### config.mk
export PLATFORM = sky130hd
export DESIGN_NAME = tile_video_gen
export DESIGN_NICKNAME = d
export VERILOG_FILES = /design/src/rtl/tile_video_pkg.sv /design/src/rtl/tile_video_timing.sv /design/src/rtl/tile_video_gen.sv
export SDC_FILE = /design/constraint.sdc
export NUM_CORES = 1
export LEC_CHECK = 0
export ABC_AREA = 1
export BUFFER_PORTS_ARGS = -buffer_cell sky130_fd_sc_hd__buf_2
export CAP_MARGIN = 15
export CORE_MARGIN = 2
export CORE_UTILIZATION = 30
export DETAILED_ROUTE_END_ITERATION = 7
export HOLD_SLACK_MARGIN = 0.08
export PLACE_DENSITY = 0.59
export SYNTH_ARGS = -nofsm -noshare
export SYNTH_HDL_FRONTEND = slang
export SYNTH_SLANG_ARGS = --single-unit
### constraint.sdc
create_clock -name clk -period 1.7 [get_ports clk]
set_input_delay 0.34 -clock clk [delete_from_list [all_inputs] [get_ports clk]]
set_output_delay 0.34 -clock clk [all_outputs]
set_load 0.1 [all_outputs]
### src/rtl/tile_video_pkg.sv
// rtl/tile_video_pkg.sv - shared constants, helpers and fetch encodings for tile_video_gen
// Purpose: Blockade default timing, counter width, ceil-log2 helper, fetch pipeline states.
package tile_video_pkg;

  // Blockade default raster: 330 x 262 total, 256 x 224 visible
  localparam int DEF_H_TOTAL  = 330;
  localparam int DEF_H_ACTIVE = 256;
  localparam int DEF_HS_START = 272;
  localparam int DEF_HS_END   = 301;
  localparam int DEF_V_TOTAL  = 262;
  localparam int DEF_V_ACTIVE = 224;
  localparam int DEF_VS_START = 254;

  // Width of the raw hcnt/vcnt counters
  localparam int CNT_W = 9;

  // State of the per-tile fetch pipeline: what the next ce has to do
  typedef enum logic [1:0] {
    FETCH_IDLE = 2'd0,  // nothing pending, may start an address cycle
    FETCH_CODE = 2'd1,  // VRAM data valid: issue GFX PROM address
    FETCH_LOAD = 2'd2   // PROM data valid: load pixel row
  } fetch_st_t;

  function automatic int clog2(input int value);
    int r;
    r = 0;
    for (int i = 0; i < 31; i++) begin
      if ((1 << i) < value) r = i + 1;
    end
    return r;
  endfunction

endpackage

### src/rtl/tile_video_timing.sv
// rtl/tile_video_timing.sv - raster counters with registered sync/blank decode
// Ports:
//   clk, reset_n, ce       clock, async active-low reset, pixel clock enable
//   hcnt, vcnt             raw counters (0..H_TOTAL-1, 0..V_TOTAL-1)
//   hsync, vsync           active-high syncs, one ce behind the counters
//   hblank, vblank         active-high blanks, one ce behind the counters
//   phase                  position inside the current tile (hcnt low bits)
//   line_end               hcnt is at its last value of the line
module tile_video_timing import tile_video_pkg::*; #(
  parameter int H_TOTAL   = DEF_H_TOTAL,
  parameter int H_ACTIVE  = DEF_H_ACTIVE,
  parameter int HS_START  = DEF_HS_START,
  parameter int HS_END    = DEF_HS_END,
  parameter int V_TOTAL   = DEF_V_TOTAL,
  parameter int V_ACTIVE  = DEF_V_ACTIVE,
  parameter int VS_START  = DEF_VS_START,
  parameter int TILE_LOG2 = 3
) (
  input  logic                 clk,
  input  logic                 reset_n,
  input  logic                 ce,
  output logic [CNT_W-1:0]     hcnt,
  output logic [CNT_W-1:0]     vcnt,
  output logic                 hsync,
  output logic                 vsync,
  output logic                 hblank,
  output logic                 vblank,
  output logic [TILE_LOG2-1:0] phase,
  output logic                 line_end
);

  localparam logic [CNT_W-1:0] H_LAST = CNT_W'(H_TOTAL - 1);
  localparam logic [CNT_W-1:0] V_LAST = CNT_W'(V_TOTAL - 1);
  localparam logic [CNT_W-1:0] H_ACT  = CNT_W'(H_ACTIVE);
  localparam logic [CNT_W-1:0] V_ACT  = CNT_W'(V_ACTIVE);
  localparam logic [CNT_W-1:0] HS_S   = CNT_W'(HS_START);
  localparam logic [CNT_W-1:0] HS_E   = CNT_W'(HS_END);
  localparam logic [CNT_W-1:0] VS_S   = CNT_W'(VS_START);

  assign line_end = (hcnt == H_LAST);
  assign phase    = hcnt[TILE_LOG2-1:0];

  always_ff @(posedge clk or negedge reset_n) begin
    if (!reset_n) begin
      hcnt   <= '0;
      vcnt   <= '0;
      hsync  <= 1'b0;
      vsync  <= 1'b0;
      hblank <= 1'b1;
      vblank <= 1'b1;
    end else if (ce) begin
      hcnt <= line_end ? '0 : hcnt + 1'b1;
      if (line_end) begin
        vcnt <= (vcnt == V_LAST) ? '0 : vcnt + 1'b1;
      end
      // decoded from the pre-increment counters so they line up with pix
      hsync  <= (hcnt >= HS_S) && (hcnt < HS_E);
      vsync  <= (vcnt >= VS_S);
      hblank <= (hcnt >= H_ACT);
      vblank <= (vcnt >= V_ACT);
    end
  end

endmodule

### src/rtl/tile_video_gen.sv
// rtl/tile_video_gen.sv - tilemap video generator: timing, tile fetch, pixel row, CPU VRAM arbitration
// Ports:
//   clk, reset_n, ce        clock, async active-low reset, pixel clock enable
//   flip                    flip-screen request, taken at frame start
//   vram_addr / vram_data   tilemap address {row,col}; tile code returned 1 clk later
//   gfx_addr / gfx_data     PROM address {code,tile row}; plane-major pixel row 1 clk later
//   cpu_vram_req/cpu_ready  CPU VRAM access request and registered READY
//   pix                     colour index, 0 while blanked
//   hsync, vsync, hblank, vblank, hcnt, vcnt   raster outputs
module tile_video_gen import tile_video_pkg::*; #(
  parameter int H_TOTAL       = DEF_H_TOTAL,
  parameter int H_ACTIVE      = DEF_H_ACTIVE,
  parameter int HS_START      = DEF_HS_START,
  parameter int HS_END        = DEF_HS_END,
  parameter int V_TOTAL       = DEF_V_TOTAL,
  parameter int V_ACTIVE      = DEF_V_ACTIVE,
  parameter int VS_START      = DEF_VS_START,
  parameter int TILE_LOG2     = 3,
  parameter int MAP_COLS_LOG2 = 5,
  parameter int CODE_W        = 5,
  parameter int BPP           = 1,
  parameter int HB_ACCESS     = 0
) (
  input  logic                                                  clk,
  input  logic                                                  reset_n,
  input  logic                                                  ce,
  input  logic                                                  flip,
  output logic [MAP_COLS_LOG2+clog2(V_ACTIVE)-TILE_LOG2-1:0]     vram_addr,
  input  logic [7:0]                                            vram_data,
  output logic [CODE_W+TILE_LOG2-1:0]                           gfx_addr,
  input  logic [BPP*(1<<TILE_LOG2)-1:0]                         gfx_data,
  input  logic                                                  cpu_vram_req,
  output logic                                                  cpu_ready,
  output logic [BPP-1:0]                                        pix,
  output logic                                                  hsync,
  output logic                                                  vsync,
  output logic                                                  hblank,
  output logic                                                  vblank,
  output logic [CNT_W-1:0]                                      hcnt,
  output logic [CNT_W-1:0]                                      vcnt
);

  localparam int N     = 1 << TILE_LOG2;
  localparam int ROW_W = clog2(V_ACTIVE) - TILE_LOG2;
  localparam int COL_W = MAP_COLS_LOG2;

  localparam logic [CNT_W-1:0]     PRE_H   = CNT_W'(H_TOTAL - 3);
  // last hcnt a regular fetch may start at without overlapping the tile-0 prefetch
  localparam logic [CNT_W-1:0]     REG_MAX = CNT_W'(H_TOTAL - 6);
  localparam logic [CNT_W-1:0]     V_LAST  = CNT_W'(V_TOTAL - 1);
  localparam logic [CNT_W-1:0]     H_ACT   = CNT_W'(H_ACTIVE);
  localparam logic [CNT_W-1:0]     V_ACT   = CNT_W'(V_ACTIVE);
  localparam logic [TILE_LOG2-1:0] P_ADDR  = TILE_LOG2'(N - 3);
  localparam logic [TILE_LOG2-1:0] P_CODE  = TILE_LOG2'(N - 2);
  // flipped picture is mirrored inside the visible area, not the whole map
  localparam logic [COL_W-1:0]     COL_MIR = COL_W'(H_ACTIVE / N - 1);
  localparam logic [ROW_W-1:0]     ROW_MIR = ROW_W'(V_ACTIVE / N - 1);

  logic [TILE_LOG2-1:0] phase;
  logic                 line_end;

  tile_video_timing #(
    .H_TOTAL  (H_TOTAL),
    .H_ACTIVE (H_ACTIVE),
    .HS_START (HS_START),
    .HS_END   (HS_END),
    .V_TOTAL  (V_TOTAL),
    .V_ACTIVE (V_ACTIVE),
    .VS_START (VS_START),
    .TILE_LOG2(TILE_LOG2)
  ) u_timing (
    .clk     (clk),
    .reset_n (reset_n),
    .ce      (ce),
    .hcnt    (hcnt),
    .vcnt    (vcnt),
    .hsync   (hsync),
    .vsync   (vsync),
    .hblank  (hblank),
    .vblank  (vblank),
    .phase   (phase),
    .line_end(line_end)
  );

  fetch_st_t fetch_st, fetch_nx;
  logic      start_pre, start_reg, start_fetch;
  logic      do_addr, do_code, do_load;

  logic [CNT_W-1:0]     next_line, fetch_line, tile_next;
  logic                 fetch_flip;
  logic [COL_W-1:0]     col_raw, col_sel;
  logic [ROW_W-1:0]     row_raw, row_sel;
  logic [TILE_LOG2-1:0] trow_raw, trow_sel;

  logic [TILE_LOG2-1:0] f_trow;
  logic                 f_flip;
  logic [BPP*N-1:0]     tile_row;
  logic                 tile_flip;
  logic [TILE_LOG2-1:0] pix_idx;
  logic [BPP-1:0]       pix_nx;
  logic                 pix_on;
  logic                 flip_q;
  logic                 line_ok;
  logic                 unused_vram;

  assign unused_vram = ^vram_data;

  // tile 0 of the next line is prefetched at the end of the current one
  assign start_pre   = (hcnt == PRE_H);
  assign start_reg   = (phase == P_ADDR) && (hcnt <= REG_MAX);
  assign start_fetch = start_pre || start_reg;

  assign next_line  = (vcnt == V_LAST) ? '0 : vcnt + 1'b1;
  assign fetch_line = start_pre ? next_line : vcnt;
  assign tile_next  = (hcnt >> TILE_LOG2) + 1'b1;

  // the line-0 prefetch happens before flip_q samples flip, so it looks at flip directly
  assign fetch_flip = (start_pre && (vcnt == V_LAST)) ? flip : flip_q;

  assign col_raw  = start_pre ? '0 : COL_W'(tile_next);
  assign row_raw  = ROW_W'(fetch_line >> TILE_LOG2);
  assign trow_raw = fetch_line[TILE_LOG2-1:0];
  assign col_sel  = fetch_flip ? COL_MIR - col_raw : col_raw;
  assign row_sel  = fetch_flip ? ROW_MIR - row_raw : row_raw;
  assign trow_sel = fetch_flip ? ~trow_raw : trow_raw;

  always_ff @(posedge clk or negedge reset_n) begin
    if (!reset_n) fetch_st <= FETCH_IDLE;
    else          fetch_st <= fetch_nx;
  end

  always_comb begin
    fetch_nx = fetch_st;
    do_addr  = 1'b0;
    do_code  = 1'b0;
    do_load  = 1'b0;
    if (ce) begin
      case (fetch_st)
        FETCH_CODE: begin
          do_code  = 1'b1;
          fetch_nx = FETCH_LOAD;
        end
        FETCH_LOAD: begin
          do_load  = 1'b1;
          fetch_nx = FETCH_IDLE;
        end
        default: begin
          if (start_fetch) begin
            do_addr  = 1'b1;
            fetch_nx = FETCH_CODE;
          end
        end
      endcase
    end
  end

  // each tile carries its own flip so the first tile of a frame is consistent
  assign pix_idx = tile_flip ? ~phase : phase;
  assign pix_on  = line_ok && (hcnt < H_ACT) && (vcnt < V_ACT);

  always_comb begin
    pix_nx = '0;
    for (int b = 0; b < BPP; b++) begin
      pix_nx[b] = tile_row[b*N + int'(pix_idx)];
    end
  end

  always_ff @(posedge clk or negedge reset_n) begin
    if (!reset_n) begin
      vram_addr <= '0;
      gfx_addr  <= '0;
      f_trow    <= '0;
      f_flip    <= 1'b0;
      tile_row  <= '0;
      tile_flip <= 1'b0;
      pix       <= '0;
      flip_q    <= 1'b0;
      line_ok   <= 1'b0;
      cpu_ready <= 1'b0;
    end else begin
      cpu_ready <= !cpu_vram_req || vblank ||
                   ((HB_ACCESS != 0) && hblank && (phase != P_ADDR) && (phase != P_CODE));
      if (ce) begin
        if ((hcnt == '0) && (vcnt == '0)) flip_q <= flip;
        // the line after reset had no tile-0 prefetch
        if (line_end) line_ok <= 1'b1;
        if (do_addr) begin
          vram_addr <= {row_sel, col_sel};
          f_trow    <= trow_sel;
          f_flip    <= fetch_flip;
        end
        if (do_code) gfx_addr <= {vram_data[CODE_W-1:0], f_trow};
        // pix below still reads the old row on the load ce (last pixel of the tile)
        if (do_load) begin
          tile_row  <= gfx_data;
          tile_flip <= f_flip;
        end
        pix <= pix_on ? pix_nx : '0;
      end
    end
  end

endmodule
# Yosys cells after proc, flatten, opt, wreduce, memory -nomap -nowiden
# Cells that the tools add are included.
dict set report totals {
  in_bits 21
  out_inout_bits 42
  reg_bits 59
  word_cells 79
}
dict set report classes {
  mux 21
  bitwise_logic 2
  n_reduce_logical 19
  n_addsub 5
  order_cmp 9
  eq_ne 6
}
# operator n
set ops {}
lappend ops {{$eq 9x9->1 const B} 3}
lappend ops {{$add 9x1->9 const B} 2}
lappend ops {{$ge 9x8->1 const B} 2}
lappend ops {{$ge 9x9->1 const B} 2}
lappend ops {{$logic_not 9->1} 2}
lappend ops {{$lt 9x9->1 const B} 2}
lappend ops {{$mux 9} 2}
lappend ops {{$mux 5} 3}
lappend ops {{$reduce_and 2->1} 6}
lappend ops {{$mux 1} 10}
lappend ops {{$sub 5x5->5 const A} 2}
lappend ops {{$le 9x9->1 const B} 1}
lappend ops {{$lt 9x8->1 const B} 1}
lappend ops {{$mux 8} 1}
lappend ops {{$logic_and 1x1->1} 6}
lappend ops {{$mux 3} 2}
lappend ops {{$not 3->3} 2}
lappend ops {{$add 5x1->5 const B} 1}
lappend ops {{$lt 3x4->1 const B} 1}
lappend ops {{$pmux 2 s2} 1}
lappend ops {{$bmux 1 s3} 1}
lappend ops {{$eq 3x3->1 const B} 1}
lappend ops {{$reduce_bool 3->1} 1}
lappend ops {{$eq 2x1->1 const B} 1}
lappend ops {{5 further kinds} 6}

# Logic depth before layout (Yosys ltp)
dict set report logic_depth {
  ltp_word 7
  mapped_depth 15
  mapped_depth_nobuf 14
}

# By module
# Synthesis repeated with hierarchy kept, for this count alone.
dict set report hier_totals {
  hier_cells 493
  area_unflattened_um2 3707.3
}
# module seq_area_each_um2 area_per_inst_um2 cells_per_inst instances
set by_module_without_submodules {}
lappend by_module_without_submodules {tile_video_gen 925.9 2348.5 311 1}
lappend by_module_without_submodules {tile_video_timing 553.0 1358.8 182 1}

# Least setup slack after synthesis
# Ideal clock, no wire load.
dict set report synth_path {
  path_kind {reg2reg}
  startpoint {reg u_timing.hcnt[1]}
  endpoint {reg vram_addr[8]}
  t_required_ps 1580
  t_arrival_ps 2402
  stages_incl_launch_ff 14
  setup_time_ps 120
  path_buffers 1
  synth_period_minus_slack_ps 2522
  setup_slack_ps -822
  path_cell_list {dfrtp_1 > ha_1 > nand2_1 > inv_1 > nand2_1 > nor2_4 > inv_2 > buf_2 > nand2_1 > nand2_1 > ha_1 > nand2_1 > nand3_1 > nand2_1}
}
dict set report synth_via {
  elab_chain_cells 7
  word_cells_on_any_way 14
  cone_classes {1 x add/sub; 1 x order compare; 2 x eq/ne; 6 x mux; 4 x reduce/logical}
}
# item line
set synth_lines {}
lappend synth_lines {{start: declaration} tile_video_timing.sv:22} ;# output logic [CNT_W-1:0] hcnt,
lappend synth_lines {{start signal: assignment} tile_video_timing.sv:52} ;# hcnt <= line_end ? '0 : hcnt + 1'b1;
lappend synth_lines {{$le 9x9->1 / $eq 3x3->1 (equally long branches)} tile_video_gen.sv:110} ;# assign start_reg = (phase == P_ADDR) && (hcnt <= REG_MAX);
lappend synth_lines {{$logic_and 1x1->1} tile_video_gen.sv:110}
lappend synth_lines {{$logic_or 1x1->1} tile_video_gen.sv:111} ;# assign start_fetch = start_pre || start_reg;
lappend synth_lines {{$mux 1} tile_video_gen.sv:148} ;# if (start_fetch) begin
lappend synth_lines {{$mux 1} tile_video_gen.sv:138} ;# case (fetch_st)
lappend synth_lines {{$mux 1} tile_video_gen.sv:137} ;# if (ce) begin
lappend synth_lines {{$reduce_and 2->1 (no source line)} n/a}
lappend synth_lines {{end signal: assignment} tile_video_gen.sv:188} ;# vram_addr <= {row_sel, col_sel};
lappend synth_lines {{end: declaration} tile_video_gen.sv:28} ;# output logic [MAP_COLS_LOG2+clog2(V_ACTIVE)-TILE_LOG2-1:0] vram_addr,
# Parallel ways exist; a longest one is shown, timed or not.
# A chain may end at the register's enable or synchronous reset.

# Final worst setup path
dict set report layout_path {
  startpoint {reg u_timing.hcnt[1]}
  endpoint {reg vram_addr[9]}
}
dict set report layout_via {
  word_cells_on_any_way 14
  cone_classes {1 x add/sub; 1 x order compare; 2 x eq/ne; 6 x mux; 4 x reduce/logical}
}
# item line
set layout_rtl {}
lappend layout_rtl {{$eq 9x9->1} tile_video_gen.sv:109} ;# assign start_pre = (hcnt == PRE_H);
lappend layout_rtl {{$mux 8} tile_video_gen.sv:114} ;# assign fetch_line = start_pre ? next_line : vcnt;
lappend layout_rtl {{net fetch_line[5]} tile_video_gen.sv:89} ;# logic [CNT_W-1:0] next_line, fetch_line, tile_next;
lappend layout_rtl {{$sub 5x5->5} tile_video_gen.sv:124} ;# assign row_sel = fetch_flip ? ROW_MIR - row_raw : row_raw;
lappend layout_rtl {{$mux 5} tile_video_gen.sv:124}
# The timed path passes the listed nets, and every way through them passes these cells.

==> flow_summary.json <==
{
  "crit_fanout": 4,
  "rsz0062_at_grt": "yes",
  "period_needed_ns": 1.81,
  "syn_nets": 472,
  "worstSetupStartpointType": "register",
  "setup_violations": 15,
  "vias_per_cell": 4.68,
  "drt_first_pass_iters": 6,
  "drcViolationCount": 0,
  "crit-reg2reg-capture": "vram_addr[9]$_DFFE_PN0P_",
  "grt_max_degree": 25,
  "fin_ws_ns": -0.110,
  "critPathCaptureType": "register",
  "area_growth_pct": 51.4,
  "cts.sinks": 59,
  "synth_edf_count": 0,
  "worstReg2RegStart": "u_timing.hcnt[1]$_DFFE_PN0P_",
  "holdCritStartpoint": "cpu_vram_req",
  "grt_pass1_vias": 3203,
  "wl_per_cell_microns": 13.6,
  "antenna_found_initial": 0,
  "mostFrequentLayoutCells": "nand2_1 (134), buf_4 (61), buf_2 (54), dfrtp_1 (39), inv_1 (37)",
  "whs_endpoint": "cpu_ready$_DFF_PN0_",
  "hold_viol_final": 0,
  "dpl.hpwl_microns": 7070,
  "slew_headroom": 0.598,
  "worst_pin_slew_ns": 0.596,
  "ios": 63,
  "grtUsageTotal": 0.165,
  "cts-root-buf": "clkbuf_16",
  "cts_made_buffers": 9,
  "die_w_microns": 110,
  "wirelength_microns": 9670,
  "max_freq_mhz": 553,
  "vias": 3340,
  "slew_violations": 0,
  "cts.path.max_buffers": 2,
  "die_h_microns": 110,
  "core_area_sq_mm": 0.0109,
  "hold_depth": 2,
  "ys.warnings.count": 0,
  "synth_compound_area_frac": 0.0581,
  "synthMuxAreaShare": 0.0533,
  "violations": "negative setup slack",
  "row_count": 38,
  "nets": 604,
  "grt_overflow": 0,
  "reg2reg_slack_ns": -0.11,
  "finClkSkew_ns": 0.0103,
  "routabilityCongestion": 0.865,
  "grtUsageMet1": 0.213,
  "tritoncts": "done",
  "status": "finished, violations left",
  "ys_types": 30,
  "antenna_left": 0,
  "drv_cap": 0,
  "seq_area_frac_synth": 0.438,
  "diodes": 0,
  "layout_commonest_cell": "nand2_1",
  "critPathArrivalTime_ns": 2.03,
  "path_class": "reg2reg",
  "synth-async-reset-ratio": 1.00,
  "yosys.area_share.adder": 0.0556,
  "clk_latency_ns": 0.33,
  "io_buffers": 59,
  "h-tree-depth": 3,
  "grt_use_met3": 0.0429,
  "syn_area_sq_mm": 0.00338,
  "hp-class": "in2reg",
  "synthSimpleGateAreaFrac": 0.302,
  "ys_seq_elements": 59,
  "die-area_sq_mm": 0.0121,
  "hold_ws_ns": 0.172,
  "synth_top_family_by_area": "simple AND/OR/NAND/NOR gates",
  "period_share": 1.06,
  "gr-max-usage-layer": "met2",
  "start_util": 0.309,
  "final_layout_size_suffix_gt1_frac": 0.422,
  "clk_pin_slew_ns": 0.05,
  "synth_area_per_cell_sq_um": 7.75,
  "synth-xor-area-share": 0.0130,
  "syn_inst": 436,
  "met2_usage": 0.269,
  "crit_required_ns": 1.92,
  "worstRegToRegCells": 14,
  "grt_pass1_wl_microns": 15400,
  "drt_iter0_markers": 167,
  "ys.flop_type": "dfrtp_1"
}
[metrics by stage]
stage / area, sq um / instances / worst slack (ns) / TNS, ns / util
after floorplan: 3490 / 436 / -0.309 / -3.66 / -
after global placement: 4350 / 681 / -0.181 / -1.66 / 0.398
after detailed placement: 4350 / 681 / -0.219 / -2.04 / 0.398
after CTS: 4890 / 705 / -0.0764 / -0.601 / 0.447
after global routing: 5110 / 713 / -0.204 / -2.78 / 0.468
final: 5110 / 713 / -0.110 / -0.712 / 0.468
[state kept, by name, indices dropped and copies added, names as in the netlist]
| register | count |
|---|---|
| cpu_ready | 1 |
| f_flip | 1 |
| f_trow | 3 |
| fetch_st | 2 |
| flip_q | 1 |
| gfx_addr | 8 |
| line_ok | 1 |
| pix | 1 |
| tile_flip | 1 |
| tile_row | 8 |
| u_timing.hblank | 1 |
| u_timing.hcnt | 9 |
| u_timing.hsync | 1 |
| u_timing.vblank | 1 |
| u_timing.vcnt | 9 |
| u_timing.vsync | 1 |
| vram_addr | 10 |
[layer usage]
| metal | share of wire | vias to the layer above | wire (microns) |
|---|---|---|---|
| li1 | - | 1668 | - |
| met1 | 0.46 | 1590 | 4440 |
| met2 | 0.49 | 71 | 4700 |
| met3 | 0.039 | 11 | 374 |
| met4 | 0.016 | 0 | 151 |
| met5 | 0 | - | 0 |
[how the worst max path moves through the flow]
| stage | start | endpoint | slack (ns) | depth (start not counted) |
|---|---|---|---|---|
| finish | u_timing.hcnt[1]$_DFFE_PN0P_ | vram_addr[9]$_DFFE_PN0P_ | -0.11 | 14 |
| global route | u_timing.vcnt[1]$_DFFE_PN0P_ | vram_addr[4]$_DFFE_PN0P_ | -0.20 | 12 |
| CTS | u_timing.hcnt[0]$_DFFE_PN0P_ | vram_addr[8]$_DFFE_PN0P_ | -0.08 | 12 |
| detailed placement | u_timing.hcnt[1]$_DFFE_PN0P_ | vram_addr[9]$_DFFE_PN0P_ | -0.22 | 13 |
| global placement | u_timing.hcnt[1]$_DFFE_PN0P_ | vram_addr[9]$_DFFE_PN0P_ | -0.18 | 14 |
| floorplan | u_timing.hcnt[2]$_DFFE_PN0P_ | vram_addr[9]$_DFFE_PN0P_ | -0.31 | 14 |
[cell families after synthesis]
logic type	count (synthesis)
adder cells (fa/ha/maj)	15
AND/OR/NAND/NOR	243
flip-flops	59
buffers and inverters	63
multiplexers	16
XOR/XNOR	5
AO/OA/AOI/OAI	35
[cell type report]
cell class	instances	area (sq um)
multi-input combinational	315	1900
fill	1072	5820
clock inverter	1	30.0
inverter	50	205
tap	140	175
clock buffer	15	288
timing repair buffer	133	982
sequential	59	1530
[critical path, stage by stage, from the launching register on]
cell and delay [ns]:
dfrtp_4 0.50, ha_4 0.18, nand2_2 0.05, inv_2 0.04, nand2_4 0.08, nor2_4 0.06
buf_6 0.13, buf_6 0.11, o21ai_4 0.15, ha_4 0.16, inv_4 0.03, nand3_2 0.04
nand2_1 0.05, nand3_2 0.06, nand2_1 0.05
[cell usage after synthesis, types with 4 or more instances]
cell     instances  share of area
a21oi_1          7          0.010
nand3_1         47          0.070
nand4_1          4         0.0074
ha_1            15          0.056
inv_2            4         0.0044
nor3_1           7          0.010
o21ai_0         20          0.030
inv_1           46          0.051
nand2_1        147           0.16
mux2_2          16          0.053
nor2_1          29          0.032
buf_2            7          0.010
dfrtp_1         57           0.42
[repair_timing]
action                                  CTS  global route
hold buffers                              1             0
gates cloned                              2             1
hold endpoints to repair                 15             0
resized for setup                        34            50
pin swaps                                15            19
setup buffers                             5             7
endpoints found under the setup margin   16            32
Power is not shown: default switching activity piles up to over one toggle a cycle in this logic, so the estimate is an artifact.
